## config.mk

```make
export PLATFORM = sky130hd
export DESIGN_NAME = decode_control
export DESIGN_NICKNAME = d
export VERILOG_FILES = /design/src/rtl/decode_control.sv
export SDC_FILE = /design/constraint.sdc
export NUM_CORES = 1
export LEC_CHECK = 0
export CORE_ASPECT_RATIO = 1.2
export CORE_MARGIN = 1.5
export CORE_UTILIZATION = 35
export CTS_BUF_LIST = sky130_fd_sc_hd__clkbuf_8
export DETAILED_ROUTE_END_ITERATION = 10
export PLACE_DENSITY_LB_ADDON = 0.08
export RECOVER_POWER = 100
export SYNTH_ARGS = -nofsm -noshare
export SYNTH_HDL_FRONTEND = slang
export SYNTH_SLANG_ARGS = --single-unit
```

## constraint.sdc

```tcl
create_clock -name clk -period 8.06 [get_ports clk]
set_clock_uncertainty 0.1 [all_clocks]
set_input_delay 2.418 -clock clk [delete_from_list [all_inputs] [get_ports clk]]
set_output_delay 2.418 -clock clk [all_outputs]
set_load 0.05 [all_outputs]
```

## src/rtl/decode_control.sv

```systemverilog
// Multi-cycle RV32I-subset fetch/decode sequencer: owns the PC, fetches over req/ack and
// decodes into datapath controls. Optional fetch timeout: define DECODE_CTRL_FETCH_TIMEOUT_EN.
module decode_control (
  input  logic        clk,
  input  logic        reset,
  output logic        imem_req,
  output logic [31:0] imem_addr,
  input  logic        imem_ack,
  input  logic [31:0] imem_data,
  output logic [6:0]  op,
  output logic [4:0]  addr_a,
  output logic [4:0]  addr_b,
  output logic [4:0]  addr_d,
  output logic [31:0] immed,
  output logic        y_sel,
  output logic        write,
  output logic        halted,
  output logic        error,
  output logic [31:0] retired
);

  localparam logic [2:0] ST_FETCH  = 3'd0;
  localparam logic [2:0] ST_DECODE = 3'd1;
  localparam logic [2:0] ST_EXEC   = 3'd2;
  localparam logic [2:0] ST_WB     = 3'd3;
  localparam logic [2:0] ST_HALT   = 3'd4;

  localparam logic [6:0] OPC_R   = 7'b0110011;
  localparam logic [6:0] OPC_I   = 7'b0010011;
  localparam logic [6:0] OPC_LUI = 7'b0110111;
  localparam logic [6:0] OPC_SYS = 7'b1110011;

  logic [2:0]  state_r;
  logic [2:0]  next_state_s;
  logic [31:0] pc_r;
  logic [31:0] ir_r;
  logic [31:0] retired_r;
  logic        halted_r;
  logic        error_r;
  logic        set_halt_s;
  logic        set_error_s;
  logic        fetch_timeout_s;

  function automatic logic is_alu_opcode(input logic [6:0] opc);
    is_alu_opcode = (opc == OPC_R) || (opc == OPC_I) || (opc == OPC_LUI);
  endfunction

`ifdef DECODE_CTRL_FETCH_TIMEOUT_EN
  logic [3:0] wait_cnt_r;

  // Consecutive no-ack FETCH cycles; held at zero outside FETCH so every entry starts clean.
  always_ff @(posedge clk or posedge reset) begin
    if (reset) begin
      wait_cnt_r <= 4'd0;
    end else if (state_r != ST_FETCH) begin
      wait_cnt_r <= 4'd0;
    end else if (!imem_ack) begin
      wait_cnt_r <= wait_cnt_r + 4'd1;
    end else begin
      wait_cnt_r <= wait_cnt_r;
    end
  end

  // Sixteenth cycle without ack; an ack in that same cycle takes priority.
  assign fetch_timeout_s = (state_r == ST_FETCH) && !imem_ack && (wait_cnt_r == 4'd15);
`else
  assign fetch_timeout_s = 1'b0;
`endif

  // Next-state selection and halt/fault classification.
  always_comb begin
    next_state_s = state_r;
    set_halt_s   = 1'b0;
    set_error_s  = 1'b0;
    case (state_r)
      ST_FETCH: begin
        if (imem_ack) begin
          next_state_s = ST_DECODE;
        end else if (fetch_timeout_s) begin
          next_state_s = ST_HALT;
          set_halt_s   = 1'b1;
          set_error_s  = 1'b1;
        end else begin
          next_state_s = ST_FETCH;
        end
      end
      ST_DECODE: begin
        if (is_alu_opcode(ir_r[6:0])) begin
          next_state_s = ST_EXEC;
        end else if (ir_r[6:0] == OPC_SYS) begin
          next_state_s = ST_HALT;
          set_halt_s   = 1'b1;
        end else begin
          next_state_s = ST_HALT;
          set_halt_s   = 1'b1;
          set_error_s  = 1'b1;
        end
      end
      ST_EXEC: next_state_s = ST_WB;
      ST_WB:   next_state_s = ST_FETCH;
      ST_HALT: next_state_s = ST_HALT;
      default: begin
        // Corrupted state encoding is treated as a fault.
        next_state_s = ST_HALT;
        set_halt_s   = 1'b1;
        set_error_s  = 1'b1;
      end
    endcase
  end

  // State, PC, instruction register, retire counter and sticky status flags.
  always_ff @(posedge clk or posedge reset) begin
    if (reset) begin
      state_r   <= ST_FETCH;
      pc_r      <= 32'd0;
      ir_r      <= 32'd0;
      retired_r <= 32'd0;
      halted_r  <= 1'b0;
      error_r   <= 1'b0;
    end else begin
      state_r <= next_state_s;
      if ((state_r == ST_FETCH) && imem_ack) begin
        ir_r <= imem_data;
      end else begin
        ir_r <= ir_r;
      end
      if (state_r == ST_WB) begin
        pc_r      <= pc_r + 32'd4;
        retired_r <= retired_r + 32'd1;
      end else begin
        pc_r      <= pc_r;
        retired_r <= retired_r;
      end
      halted_r <= halted_r | set_halt_s;
      error_r  <= error_r | set_error_s;
    end
  end

  // Field decode straight from the instruction register; non-ALU opcodes decode to all zeros.
  always_comb begin
    op     = 7'd0;
    addr_a = 5'd0;
    addr_b = 5'd0;
    addr_d = 5'd0;
    immed  = 32'd0;
    y_sel  = 1'b0;
    case (ir_r[6:0])
      OPC_R: begin
        addr_a = ir_r[19:15];
        addr_b = ir_r[24:20];
        addr_d = ir_r[11:7];
        y_sel  = 1'b1;
        op     = {ir_r[30], 3'b000, ir_r[14:12]};
      end
      OPC_I: begin
        addr_a = ir_r[19:15];
        addr_d = ir_r[11:7];
        immed  = {{20{ir_r[31]}}, ir_r[31:20]};
        // Only the shift-right funct3 carries the arithmetic/logical bit.
        if (ir_r[14:12] == 3'b101) begin
          op = {ir_r[30], 3'b000, ir_r[14:12]};
        end else begin
          op = {1'b0, 3'b000, ir_r[14:12]};
        end
      end
      OPC_LUI: begin
        addr_d = ir_r[11:7];
        immed  = {ir_r[31:12], 12'h000};
      end
      default: begin
        op = 7'd0;
      end
    endcase
  end

  // Strobes are gated by reset so they drop the instant reset asserts.
  assign imem_req  = (state_r == ST_FETCH) && !reset;
  assign write     = (state_r == ST_WB) && (addr_d != 5'd0) && !reset;
  assign imem_addr = pc_r;
  assign halted    = halted_r;
  assign error     = error_r;
  assign retired   = retired_r;

endmodule

```

## Word level (Yosys, flattened, before mapping)

Index checks and enable logic that the tools add are counted.

| cells by class | value |
|---|---|
| $lt $le $gt $ge | 0 |
| div/mod/pow operators | 0 |
| multipliers | 0 |
| $add $sub $neg | 2 |
| bitwise logic cells | 2 |
| mux-type cells | 15 |
| eq/ne operators | 9 |
| shifts and indexed selects | 0 |
| reductions and logical operators | 12 |

Operator list:

| operator | count |
|---|---|
| $pmux 32 s2 | 1 |
| $add 32x1->32 const B | 1 |
| $add 32x3->32 const B | 1 |
| $mux 5 | 3 |
| $eq 7x6->1 const B | 2 |
| $pmux 7 s2 | 1 |
| $pmux 3 s4 | 1 |
| $eq 7x5->1 const B | 1 |
| $eq 7x7->1 const B | 1 |
| $mux 7 | 1 |
| $eq 3x2->1 const B | 2 |
| $eq 3x3->1 const B | 2 |
| $mux 1 | 5 |
| $reduce_bool 5->1 | 1 |
| $logic_and 1x1->1 | 4 |
| $pmux 1 s2 | 2 |
| $reduce_or 4->1 | 1 |
| $eq 3x1->1 const B | 1 |
| $logic_not 3->1 | 1 |
| $mux 3 | 1 |
| $reduce_or 3->1 | 1 |
| $logic_or 1x1->1 | 2 |
| $or 1x1->1 | 2 |
| $reduce_or 2->1 | 1 |
| $logic_not 1->1 | 1 |

| word-level totals | value |
|---|---|
| memories | 0 |
| bits in registers | 101 |
| input bits | 35 |
| RAM bits | 0 |
| memory bits (read-only) | 0 |
| output and inout bits | 123 |
| latch bits | 0 |
| word-level logic and storage cells | 46 |

## Logic depth before layout (Yosys ltp)

| logic depth | value |
|---|---|
| depth in word-level cells | 6 |
| depth in mapped cells | 6 |
| gate-level depth less buffers | 5 |

## Worst setup path after synthesis

Ideal clock, no wire load.

| timing | value |
|---|---|
| path kind | input to output |
| from | input port reset |
| to | output port write |
| cell stages on the path | 2 |
| arrival time | 5,224 ps |
| path slack | 318 ps |
| buffers on the path | 0 |
| cell sequence | inv_1 -> o2111a_1 |

| on the way | value |
|---|---|
| cells in the longest elaborated chain, start to end | 2 |

RTL lines:

| what | RTL line | text |
|---|---|---|
| start: declaration | 5 | `input logic reset,` |
| $logic_not 1->1 | 178 | `assign write = (state_r == ST_WB) && (addr_d != 5'd0) && !reset;` |
| $logic_and 1x1->1 | 178 |  |
| end: declaration | 16 | `output logic write,` |

No other way between the ends.

## Worst setup path in the final report

Same ends and word-level chain as after synthesis.

==> summary.md <==
| Metric | Value |
|---|---|
| # hold bufs at CTS | 0 |
| Post-CTS setup buffers | 0 |
| GRT overflow | 0 |
| Die height | 132 um |
| Dpl cells | 750 |
| Fmax | about 150 MHz |
| Synth unique cells | 43 |
| Gpl congestion | ~0.79 |
| Maximum VDD drop | approximately 0.00011 V |
| FILL cells | approximately 1300 |
| Top-area cell type share of the netlist area | between 50% and 60% |
| Routed WL | between 10000 and 15000 um |
| Clock slew at reported path FFs | about 0.090 ns |
| # H-tree levels | 3 |
| Post-cts resize count | 0 |
| Startpoint Class | primary input |
| TritonCTS clock tree | built |
| Antenna Nets Post-Route | 0 |
| Setup Viol. Count Final | 0 |
| Largest net degree at the start of global routing | 64 |
| Clk_lat worst skew | ~0.38 ns |
| Deepest clock path buffer count | 2 |
| Hold WC Path Type | register to register |
| Chip Width | between 100 and 150 um |
| CP Capture Type | output pin |
| CTS Buf Count | 9 |
| #FFs+latches synth | 99 |
| Worst Tran Pin Value | between 1.5 and 2 ns |
| Leakage | approximately 3.3 nW |
| Area contributors post-synth | dfrtp_1, mux2_2, xor2_1, xnor2_1, nand2_1 |
| Critical Path RT | between 5 and 6 ns |
| Synthesized instance count | around 440 |
| RSZ-0062 raised after global routing | false |
| R2R setup slack | around 5.2 ns |
| Non-Filler Instances | approximately 770 |
| PortBufs | ~150 |
| Largest area contributor in the netlist | dfrtp_1 |
| Total Power | 1.25 mW |
| Crit Path Class | primary input to output pin |
| Multi-input logic area | about 2100 sq um |
| DR vias | around 3700 |
| DRT Pass-1 Iters | 6 |
| Yosys warning total | 0 |
| Part of the cycle the worst path needs | 83.2% |
| Die area | 14500 sq um |
| GRT met3 Usage | about 5.4% |
| Slew Limit Headroom | -32.1% |
| Critical Path AT | 4.19 ns |
| Core area | 13400 sq um |
| Seq/Total Area, Yosys | roughly half |
| HPWL Detailed | approximately 8600 um |
| Maxcap violations | 3 |
| PD cells | 189 nW/um^2 |
| Global-route wire length before repair | approximately 20000 um |
| N_diodes | 0 |
| Share of layout cells above drive strength 1 | approximately a tenth |
| Mean Syn Cell Area | roughly 11 sq um |
| DR WL/cell | around 16 um |
| Starting Density | between 30% and 40% |
| Met2 GRT Util | ~28% |
| Final slew viol count | 137 |
| Clock sink count | 99 |
| Vias in the first global route | 3905 |
| Post-layout nets | 630 |
| Critical-path maximum fanout | 2 |
| I/O pin count | approximately 160 |
| Clock root cell | clkbuf_8 |
| Initial DRC Count | 77 |
| Final Hold Fails | 0 |
| M1 GR Usage | between 20% and 30% |
| Failing checks | capacitance limit, slew limit |
| Post-Route Utilization | roughly half |
| Setup TNS | 0 ns |
| FF+latch area | 2480 sq um |
| Synthesized area | 4840 sq um |
| FP Rows | 46 |
| Crit path time final | 6.71 ns |
| Antenna violations before repair | 0 |
| Area Growth Syn to Fin | 36.5% |
| Gr usage total | ~18% |
| Avg Vias per Cell | approximately 4.8 |
| DRC errors left | 0 |
| GR peak layer | met2 |
| Status | complete, but fails checks |
==> cells in the mapped netlist (all sizes together) <==
library cell  number
a21oi              1
and2              30
and3               4
and3b              1
and4               4
and4b              1
buf               16
clkbuf             6
conb               1
dfrtp             99
ha                 2
inv               15
maj3               1
mux2              32
mux2i              1
nand2             59
nand2b             2
nand3             21
nand3b             1
nand4             12
nand4b             2
nor2              14
nor3              19
nor3b              1
nor4              19
nor4b              2
o2111a             1
o21a               2
o21ai              2
o21bai             3
or2                2
or3                1
or4                6
xnor2             27
xor2              33
==> where the power goes <==
group / internal (mW) / total, mW / switching (mW) / leakage [nW]
sequential: 0.579 / 0.650 / 0.0703 / 1.30
combinational: 0.110 / 0.235 / 0.125 / 1.86
clock: 0.183 / 0.362 / 0.179 / 0.108
==> cell type report <==
| class | instances | share of cell area (%) |
|---|---|---|
| repair buffers | 157 | 23.4 |
| well taps | 168 | 3.18 |
| multi-input cells | 311 | 31.6 |
| clock inverters | 6 | 1.34 |
| flip-flops and latches | 99 | 37.5 |
| inverters | 15 | 0.871 |
| clock buffers | 10 | 2.08 |
==> routing by layer <==
layer | vias up | wire length [um] | part of all wire, %
met5 | - | 0 | 0
met4 | 0 | 209 | 1.8
met3 | 14 | 887 | 7.5
met2 | 108 | 5660 | 48
met1 | 1748 | 5130 | 43
li1 | 1812 | - | -
==> registers in the layout (all words and copies together), names as in the netlist <==
register / cells
error: 1
halted: 1
imem_addr: 30
ir_r: 32
retired: 32
state_r: 3
==> layout by cell type (no fill, tap or decap), drive strengths merged, types with 13 or more instances in the layout <==
cell type,count
dlygate4sd3,120
dfrtp,99
nand2,59
xor2,33
mux2,32
clkdlybuf4s50,32
and2,30
xnor2,27
nand3,21
nor3,19
nor4,19
nor2,14
inv,14
clkbuf,13
==> critical path: stages <==
cell	delay, ns
dlygate4sd3_1	0.57
clkinvlp_2	0.13
o2111a_1	0.17
dlygate4sd3_1	0.90
==> cell families after synthesis <==
family	count (synthesis)	share of synthesized area, %
AOI/OAI and AO/OA	9	1.32
xor gates and xnor gates	60	10.9
adders and majority gates	3	0.724
buffers and inverters	37	4.03
DFF	99	51.2
muxes	33	7.65
other	1	0.0775
and+or+nand+nor	201	24.2
==> worst paths after layout <==
check                              start       endpoint  cells past startpoint
min in group asynchronous          reset    retired[17]                      3
max                                reset          write                      4
min                        imem_addr[31]  imem_addr[31]                      1
max reg2reg                   state_r[2]       ir_r[10]                      3
min reg2reg                imem_addr[31]  imem_addr[31]                      1
max in group asynchronous          reset       ir_r[18]                      4
==> through the flow <==
step | hold WS (ns) | setup slack [ns] | area [sq um]
2_1_floorplan | 0.371 | 0.318 | 4860
3_3_place_gp | 0.358 | 1.56 | 6510
3_5_place_dp | 0.360 | 1.56 | 6510
4_1_cts | 0.375 | 1.55 | 6740
5_1_grt | 0.393 | 1.26 | 6610
6_report | 0.369 | 1.35 | 6610
No activity file was read; power rests on OpenSTA's default activity.
